--- src/rtl/keypad_matrix_emulator_if.sv ---
// Request port of the keypad matrix emulator: a sequencer asks for one key press.
// Ports: key_code/key_valid from the master; key_ready/key_done/key_err back from the slave.
// key_ready is high only while the emulator is idle; requests while busy are dropped.
interface keypad_matrix_emulator_if;
  logic [3:0] key_code;
  logic       key_valid;
  logic       key_ready;
  logic       key_done;
  logic       key_err;

  modport master (
    output key_code,
    output key_valid,
    input  key_ready,
    input  key_done,
    input  key_err
  );

  modport slave (
    input  key_code,
    input  key_valid,
    output key_ready,
    output key_done,
    output key_err
  );
endinterface

--- src/rtl/keypad_matrix_emulator.sv ---
// 4x4 membrane keypad model: returns the active-low column pattern of a pressed key.
// Latency: row-to-column path is combinational; contact closes the cycle after acceptance.
// Backpressure: key_ready high only in IDLE; key_valid while busy is ignored, not queued.
// Ports: clk, rst (sync, active-high), req (request interface, slave side),
//        lin_matriz (row drive in, active-low), col_matriz (column return, active-low),
//        contact (1 = switch closed, for debug/checking).
module keypad_matrix_emulator #(
  parameter int BOUNCE_CYCLES  = 8,
  parameter int HOLD_CYCLES    = 128,
  parameter int RELEASE_CYCLES = 32
) (
  input  logic                           clk,
  input  logic                           rst,
  keypad_matrix_emulator_if.slave        req,
  input  logic [3:0]                     lin_matriz,
  output logic [3:0]                     col_matriz,
  output logic                           contact
);

  localparam int MAX_BH = (BOUNCE_CYCLES > HOLD_CYCLES) ? BOUNCE_CYCLES : HOLD_CYCLES;
  localparam int MAX_C  = (MAX_BH > RELEASE_CYCLES) ? MAX_BH : RELEASE_CYCLES;
  localparam int CW     = (MAX_C > 1) ? $clog2(MAX_C) : 1;

  // Terminal counts; B_LAST is unused when BOUNCE_CYCLES = 0 (state never entered).
  localparam logic [CW-1:0] B_LAST = CW'(BOUNCE_CYCLES - 1);
  localparam logic [CW-1:0] H_LAST = CW'(HOLD_CYCLES - 1);
  localparam logic [CW-1:0] R_LAST = CW'(RELEASE_CYCLES - 1);

  typedef enum logic [1:0] {
    S_IDLE,
    S_BOUNCE,
    S_HOLD,
    S_RELEASE
  } state_t;

  state_t        state;
  logic [CW-1:0] cnt;
  logic [3:0]    row_q;
  logic [3:0]    col_q;
  logic          ready_q;
  logic          done_q;
  logic          err_q;

  // {valid, row mask, col mask} for a key code.
  function automatic logic [8:0] key_masks(input logic [3:0] code);
    logic [8:0] m;
    m = {1'b0, 4'b1111, 4'b1111};
    case (code)
      4'h1: m = {1'b1, 4'b0111, 4'b0111};
      4'h2: m = {1'b1, 4'b0111, 4'b1011};
      4'h3: m = {1'b1, 4'b0111, 4'b1101};
      4'h4: m = {1'b1, 4'b1011, 4'b0111};
      4'h5: m = {1'b1, 4'b1011, 4'b1011};
      4'h6: m = {1'b1, 4'b1011, 4'b1101};
      4'h7: m = {1'b1, 4'b1101, 4'b0111};
      4'h8: m = {1'b1, 4'b1101, 4'b1011};
      4'h9: m = {1'b1, 4'b1101, 4'b1101};
      4'hA: m = {1'b1, 4'b1110, 4'b0111};
      4'h0: m = {1'b1, 4'b1110, 4'b1011};
      4'hB: m = {1'b1, 4'b1110, 4'b1101};
      default: m = {1'b0, 4'b1111, 4'b1111};
    endcase
    return m;
  endfunction

  logic [8:0] req_masks;
  assign req_masks = key_masks(req.key_code);

  always_ff @(posedge clk) begin
    if (rst) begin
      state   <= S_IDLE;
      cnt     <= '0;
      contact <= 1'b0;
      ready_q <= 1'b1;
      done_q  <= 1'b0;
      err_q   <= 1'b0;
      row_q   <= 4'b1111;
      col_q   <= 4'b1111;
    end else begin
      done_q <= 1'b0;
      err_q  <= 1'b0;
      case (state)
        S_IDLE: begin
          // ready_q is high whenever we are here, so key_valid alone accepts.
          if (req.key_valid) begin
            if (req_masks[8]) begin
              row_q   <= req_masks[7:4];
              col_q   <= req_masks[3:0];
              contact <= 1'b1;
              ready_q <= 1'b0;
              cnt     <= '0;
              state   <= (BOUNCE_CYCLES == 0) ? S_HOLD : S_BOUNCE;
            end else begin
              err_q <= 1'b1;
            end
          end
        end
        S_BOUNCE: begin
          if (cnt == B_LAST) begin
            cnt     <= '0;
            contact <= 1'b1;
            state   <= S_HOLD;
          end else begin
            // Closed on the first bounce cycle, so toggling tracks ~cnt[0].
            cnt     <= cnt + CW'(1);
            contact <= ~contact;
          end
        end
        S_HOLD: begin
          if (cnt == H_LAST) begin
            cnt     <= '0;
            contact <= 1'b0;
            state   <= S_RELEASE;
          end else begin
            cnt <= cnt + CW'(1);
          end
        end
        S_RELEASE: begin
          if (cnt == R_LAST) begin
            cnt     <= '0;
            ready_q <= 1'b1;
            done_q  <= 1'b1;
            state   <= S_IDLE;
          end else begin
            cnt <= cnt + CW'(1);
          end
        end
        default: state <= S_IDLE;
      endcase
    end
  end

  // Any driven row that hits the key's row connects the column, so a
  // non-one-hot drive behaves like the physical matrix.
  assign col_matriz = (contact && ((~lin_matriz & ~row_q) != 4'b0000)) ? col_q : 4'b1111;

  assign req.key_ready = ready_q;
  assign req.key_done  = done_q;
  assign req.key_err   = err_q;

endmodule

--- src/flat_wrapper.sv ---
// flat-port wrapper written by rule: the top's interface ports become plain ports
module keypad_matrix_emulator_flat 
#(
  parameter int BOUNCE_CYCLES  = 8,
  parameter int HOLD_CYCLES    = 128,
  parameter int RELEASE_CYCLES = 32
)
  (clk, rst, lin_matriz, col_matriz, contact, req_key_code, req_key_valid, req_key_ready, req_key_done, req_key_err);
  keypad_matrix_emulator_if req_i ();
  input  logic clk;
  input  logic rst;
  input  logic [3:0] lin_matriz;
  output logic [3:0] col_matriz;
  output logic contact;
  input wire logic [$bits(req_i.key_code)-1:0] req_key_code;
  input wire logic [$bits(req_i.key_valid)-1:0] req_key_valid;
  output wire logic [$bits(req_i.key_ready)-1:0] req_key_ready;
  output wire logic [$bits(req_i.key_done)-1:0] req_key_done;
  output wire logic [$bits(req_i.key_err)-1:0] req_key_err;
  assign req_i.key_code = req_key_code;
  assign req_i.key_valid = req_key_valid;
  assign req_key_ready = req_i.key_ready;
  assign req_key_done = req_i.key_done;
  assign req_key_err = req_i.key_err;
  keypad_matrix_emulator #(.BOUNCE_CYCLES(BOUNCE_CYCLES), .HOLD_CYCLES(HOLD_CYCLES), .RELEASE_CYCLES(RELEASE_CYCLES)) u_core (.clk(clk), .rst(rst), .req(req_i), .lin_matriz(lin_matriz), .col_matriz(col_matriz), .contact(contact));
endmodule
--- config.mk ---
export PLATFORM = sky130hd
export DESIGN_NAME = keypad_matrix_emulator_flat
export DESIGN_NICKNAME = d
export VERILOG_FILES = /design/src/rtl/keypad_matrix_emulator_if.sv /design/src/rtl/keypad_matrix_emulator.sv /design/src/flat_wrapper.sv
export SDC_FILE = /design/constraint.sdc
export NUM_CORES = 1
export LEC_CHECK = 0
export ABC_AREA = 0
export BUFFER_PORTS_ARGS = -buffer_cell sky130_fd_sc_hd__buf_2
export CELL_PAD_IN_SITES_DETAIL_PLACEMENT = 1
export CELL_PAD_IN_SITES_GLOBAL_PLACEMENT = 1
export CORE_MARGIN = 4
export CORE_UTILIZATION = 37
export CTS_CLUSTER_DIAMETER = 40
export CTS_CLUSTER_SIZE = 12
export DETAILED_ROUTE_END_ITERATION = 16
export PLACE_DENSITY_LB_ADDON = 0.12
export SETUP_SLACK_MARGIN = 0.05
export SLEW_MARGIN = 10
export SYNTH_ARGS = -nofsm -noshare
export SYNTH_HDL_FRONTEND = slang
export SYNTH_SLANG_ARGS = --single-unit
--- constraint.sdc ---
create_clock -name clk -period 2 [get_ports clk]
set_input_delay 0.4 -clock clk [delete_from_list [all_inputs] [get_ports clk]]
set_output_delay 0.4 -clock clk [all_outputs]
set_load 0.02 [all_outputs]
==> results_tabular.tex <==
\begin{tabular}{lr}
\hline
Metric & Value \\
\hline
\multicolumn{2}{l}{\textbf{Clock tree}} \\
Count of H-tree levels built during CTS & 1 \\
Clock latency on the worst-skew pair & 0.30 ns \\
Clk slew on worst S/H paths & 0.12 ns \\
TritonCTS clock tree & done \\
Clock Tree Buf Depth & 2 \\
Clock sink total & 20 \\
Number of buffers created by CTS & 3 \\
Clock Tree Root & sky130\_fd\_sc\_hd\_\_clkbuf\_4 \\
\multicolumn{2}{l}{\textbf{STA}} \\
Ratio of final minimum period to clock period & 98.00\% \\
F\_max & between 500 and 600 MHz \\
Hold Fails Final Rpt & 0 \\
Final count of negative-setup-slack endpoints & 0 \\
Final worst path period need & roughly 2.0 ns \\
RSZ-0062 raised after global routing & yes \\
Slew Viols, Final & 0 \\
Worst clock skew & around 0.0046 ns \\
Post-Route Setup TNS & 0 ns \\
\multicolumn{2}{l}{\textbf{Logic synthesis}} \\
Post-Syn Area per Cell & between 8 and 9 um\^{}2 \\
Synth Warn \# & 0 \\
Syn Nets & 172 \\
Register area share after synthesis & 31.84\% \\
Most frequently used flop master after synthesis & sky130\_fd\_sc\_hd\_\_dfxtp\_1 \\
Dominant combinational cell family by area after synthesis & compound AO/OA/AOI/OAI gates \\
Number of synthesized flops with an enable pin & 0 \\
Post-Synth Simple-Gate Area & 18.71\% \\
Proportion of synthesized flip-flops having asynchronous set or reset & 0\% \\
Netlist Area Pre-Place & 0.001257 mm\^{}2 \\
Count of distinct cell types in the synthesized netlist & 37 \\
Cells after synthesis & 149 \\
Area fraction in compound gates after synthesis & 26.97\% \\
Synthesized-area fraction occupied by xor and xnor cells & 1.393\% \\
Fraction of the mapped netlist area in adder cells & approximately an eighth \\
Synthesis-stage register bit count & 20 \\
Portion of netlist area occupied by mux cells & under 10\% \\
\multicolumn{2}{l}{\textbf{Detailed routing}} \\
Count of nets left with antenna violations after detail routing & 0 \\
Total number of vias & 1238 \\
DR vias/cell & 5.679 \\
Initial detailed-routing violation count & 90 \\
Average wire per standard cell & 16.03 um \\
Total routed wirelength & between 3000 and 4000 um \\
Number of detailed-route iterations in the first pass & 4 \\
Post-route DRC & 0 \\
\multicolumn{2}{l}{\textbf{Global route}} \\
Global-route wire length before repair & 5954 um \\
Via count of the first global-routing pass & 1219 \\
Overall track demand over capacity in global routing & 17.59\% \\
Gr ovfl total & 0 \\
Global-route track usage on met3 & about 2.0\% \\
Top Usage Layer GRT & met2 \\
Met1 track utilization from global routing & 25.66\% \\
Number of antenna violations at the first check in global routing & 0 \\
Pin count of the biggest net entering global routing & 21 \\
Met2 Use GR & 27.39\% \\
\multicolumn{2}{l}{\textbf{Cells and area}} \\
Share of final-layout standard cells stronger than drive strength 1 & approximately 28\% \\
Antenna Cells & 0 \\
Layout overhead on the synthesized area & 22.19\% \\
Final Instance Count excl. Fillers & 218 \\
Area of combinational cells with multiple inputs & 839.6 um\^{}2 \\
Filler instances & 407 \\
\# nets final & 199 \\
Sequential cell area & 402.9 um\^{}2 \\
\multicolumn{2}{l}{\textbf{Pwr}} \\
VDD IR max & 0.0005062 V \\
Power per standard cell area & 964.0 mW/mm\^{}2 \\
Leak pwr & 0.6270 nW \\
Overall power after layout & 1.481 mW \\
\multicolumn{2}{l}{\textbf{Floorplan}} \\
Core area & 0.003153 mm\^{}2 \\
Standard-cell rows & 20 \\
Die Y & 66.30 um \\
I/O pin count & 19 \\
Total die area & 0.004395 mm\^{}2 \\
Die X-Extent & roughly 66 um \\
Starting utilization of the core area & 39.88\% \\
\multicolumn{2}{l}{\textbf{Critical path}} \\
Ordered cell list for the critical path & ha\_4 > or3b\_4 > o31a\_1 > or4\_4 > a221oi\_2 \\
Largest fanout on the critical path & 3 \\
Arrival time worst endpoint & roughly 2.2 ns \\
Critical path's top delay family & simple AND/OR/NAND/NOR gates \\
Library cell contributing the largest single delay on the critical path & sky130\_fd\_sc\_hd\_\_or4\_4 \\
Critical path capture point type & flip-flop \\
CP Data Required Time & 2.23 ns \\
Launching element type of the critical path & flip-flop \\
Crit-path max cell delay & roughly 0.48 ns \\
Crit Path Category & flip-flop to flip-flop \\
Reg2reg path depth & 5 \\
Number of gates on the worst path with buffers counted & 5 \\
Buffering stage count on the worst path with inverters included & 0 \\
\multicolumn{2}{l}{\textbf{Placed design}} \\
Number of I/O port buffers & 17 \\
Post-detail-place hpwl & between 2000 and 3000 um \\
RePlAce Congestion & between 0.8 and 0.9 \\
Placed Cells & 211 \\
\multicolumn{2}{l}{\textbf{Hold path}} \\
Number of instances on the worst hold path & 3 \\
Tightest Hold Check Type & input pin to flip-flop \\
\multicolumn{2}{l}{\textbf{Job}} \\
Max-cap violations & 0 \\
\multicolumn{2}{l}{\textbf{Outcome}} \\
Result of the run & finished clean \\
\hline
\end{tabular}
[kinds of logic after synthesis]
logic type | Yosys count
other | 1
AO/OA/AOI/OAI | 47
XOR/XNOR | 2
adder cells (fa/ha/maj) | 12
flip-flops | 20
AND/OR/NAND/NOR | 46
multiplexers | 4
buffers and inverters | 17
[path summary, 6_finish.rpt]
check	start	to	slack [ns]
max	u_core.cnt[0]$_SDFFE_PP0P_	u_core.state[0]$_SDFFE_PP0P_	0.04
min	req_key_valid	u_core.req.key_err$_SDFF_PP0_	0.42
max reg2reg	u_core.cnt[0]$_SDFFE_PP0P_	u_core.state[0]$_SDFFE_PP0P_	0.04
min reg2reg	u_core.col_q[1]$_SDFFE_PP1P_	u_core.col_q[1]$_SDFFE_PP1P_	0.47
[power breakdown]
group          leakage (nW)  total (mW)  internal, mW  switching (mW)
Sequential            0.164       0.514         0.467          0.0473
Combinational         0.449       0.767         0.324           0.443
Clock                0.0138       0.201        0.0702           0.131
[cell usage after synthesis, types with 4 or more instances]
cell type | number | area, um^2
sky130_fd_sc_hd__nor3_1 | 5 | 25.02
sky130_fd_sc_hd__or2_2 | 4 | 25.02
sky130_fd_sc_hd__dfxtp_1 | 20 | 400.4
sky130_fd_sc_hd__a21oi_1 | 6 | 30.03
sky130_fd_sc_hd__nand3_1 | 5 | 25.02
sky130_fd_sc_hd__o21ai_0 | 5 | 25.02
sky130_fd_sc_hd__mux2i_1 | 4 | 40.04
sky130_fd_sc_hd__a211o_1 | 7 | 61.31
sky130_fd_sc_hd__nor2_1 | 8 | 30.03
sky130_fd_sc_hd__nand2_1 | 11 | 41.29
sky130_fd_sc_hd__a211oi_1 | 5 | 37.54
sky130_fd_sc_hd__a31oi_1 | 6 | 37.54
sky130_fd_sc_hd__inv_1 | 9 | 33.78
sky130_fd_sc_hd__clkbuf_1 | 6 | 22.52
sky130_fd_sc_hd__ha_1 | 12 | 150.1
[tightest hold or removal path, cell delays in order]
cell                      delay [ns]
sky130_fd_sc_hd__buf_2          0.13
sky130_fd_sc_hd__nand2_1        0.11
sky130_fd_sc_hd__nor3_1         0.05
[placed cells by master, fill, tap and decap left out, types with 5 or more instances in the layout]
| master | Yosys | routed |
|---|---|---|
| sky130_fd_sc_hd__dfxtp_1 | 20 | 18 |
| sky130_fd_sc_hd__a211oi_1 | 5 | 5 |
| sky130_fd_sc_hd__buf_4 | 2 | 13 |
| sky130_fd_sc_hd__buf_2 | 0 | 17 |
| sky130_fd_sc_hd__inv_1 | 9 | 9 |
| sky130_fd_sc_hd__nor3_1 | 5 | 5 |
| sky130_fd_sc_hd__nor2_1 | 8 | 8 |
| sky130_fd_sc_hd__a31oi_1 | 6 | 6 |
| sky130_fd_sc_hd__a21oi_1 | 6 | 5 |
| sky130_fd_sc_hd__nand2_1 | 11 | 11 |
| sky130_fd_sc_hd__ha_1 | 12 | 11 |
| sky130_fd_sc_hd__a211o_1 | 7 | 7 |
[timing repair]
action / 4_1_cts / 5_1_grt
endpoints found under the hold margin: 0 / 0
gates resized for setup: 1 / 10
endpoints found under the setup margin: 2 / 10
buffers inserted: 3 / 1
hold buffers: 0 / 0
pin swaps: 1 / 0
[per-layer routing]
layer / share of wire [%] / wire length [um]
met1: 50 / 1763
met2: 43 / 1502
met3: 5.6 / 195
met4: 0.94 / 33
met5: 0 / 0
[state kept, by name, indices dropped and copies added, names as in the netlist]
name / count
u_core.cnt: 7
u_core.col_q: 3
u_core.contact: 1
u_core.req.key_done: 1
u_core.req.key_err: 1
u_core.req.key_ready: 1
u_core.row_q: 4
u_core.state: 2
[metrics by stage]
stage	util (%)	cell area (um^2)	hold WS [ns]	worst slack, ns
after floorplan	-	1275	0.4276	0.05476
after global placement	45.83	1445	0.4347	0.07374
after detailed placement	45.83	1445	0.4433	0.01780
after CTS	47.46	1496	0.4090	0.04189
after global routing	48.73	1536	0.4626	-0.02863
final	48.73	1536	0.4228	0.03995
[cell type report]
class	count	share of cell area [%]
well taps	44	3.583
flip-flops and latches	20	26.22
inverters	9	2.199
clock buffers	3	1.466
repair buffers	30	11.89
multi-input cells	112	54.64
Note: power is estimated with default switching activity, not from simulation.
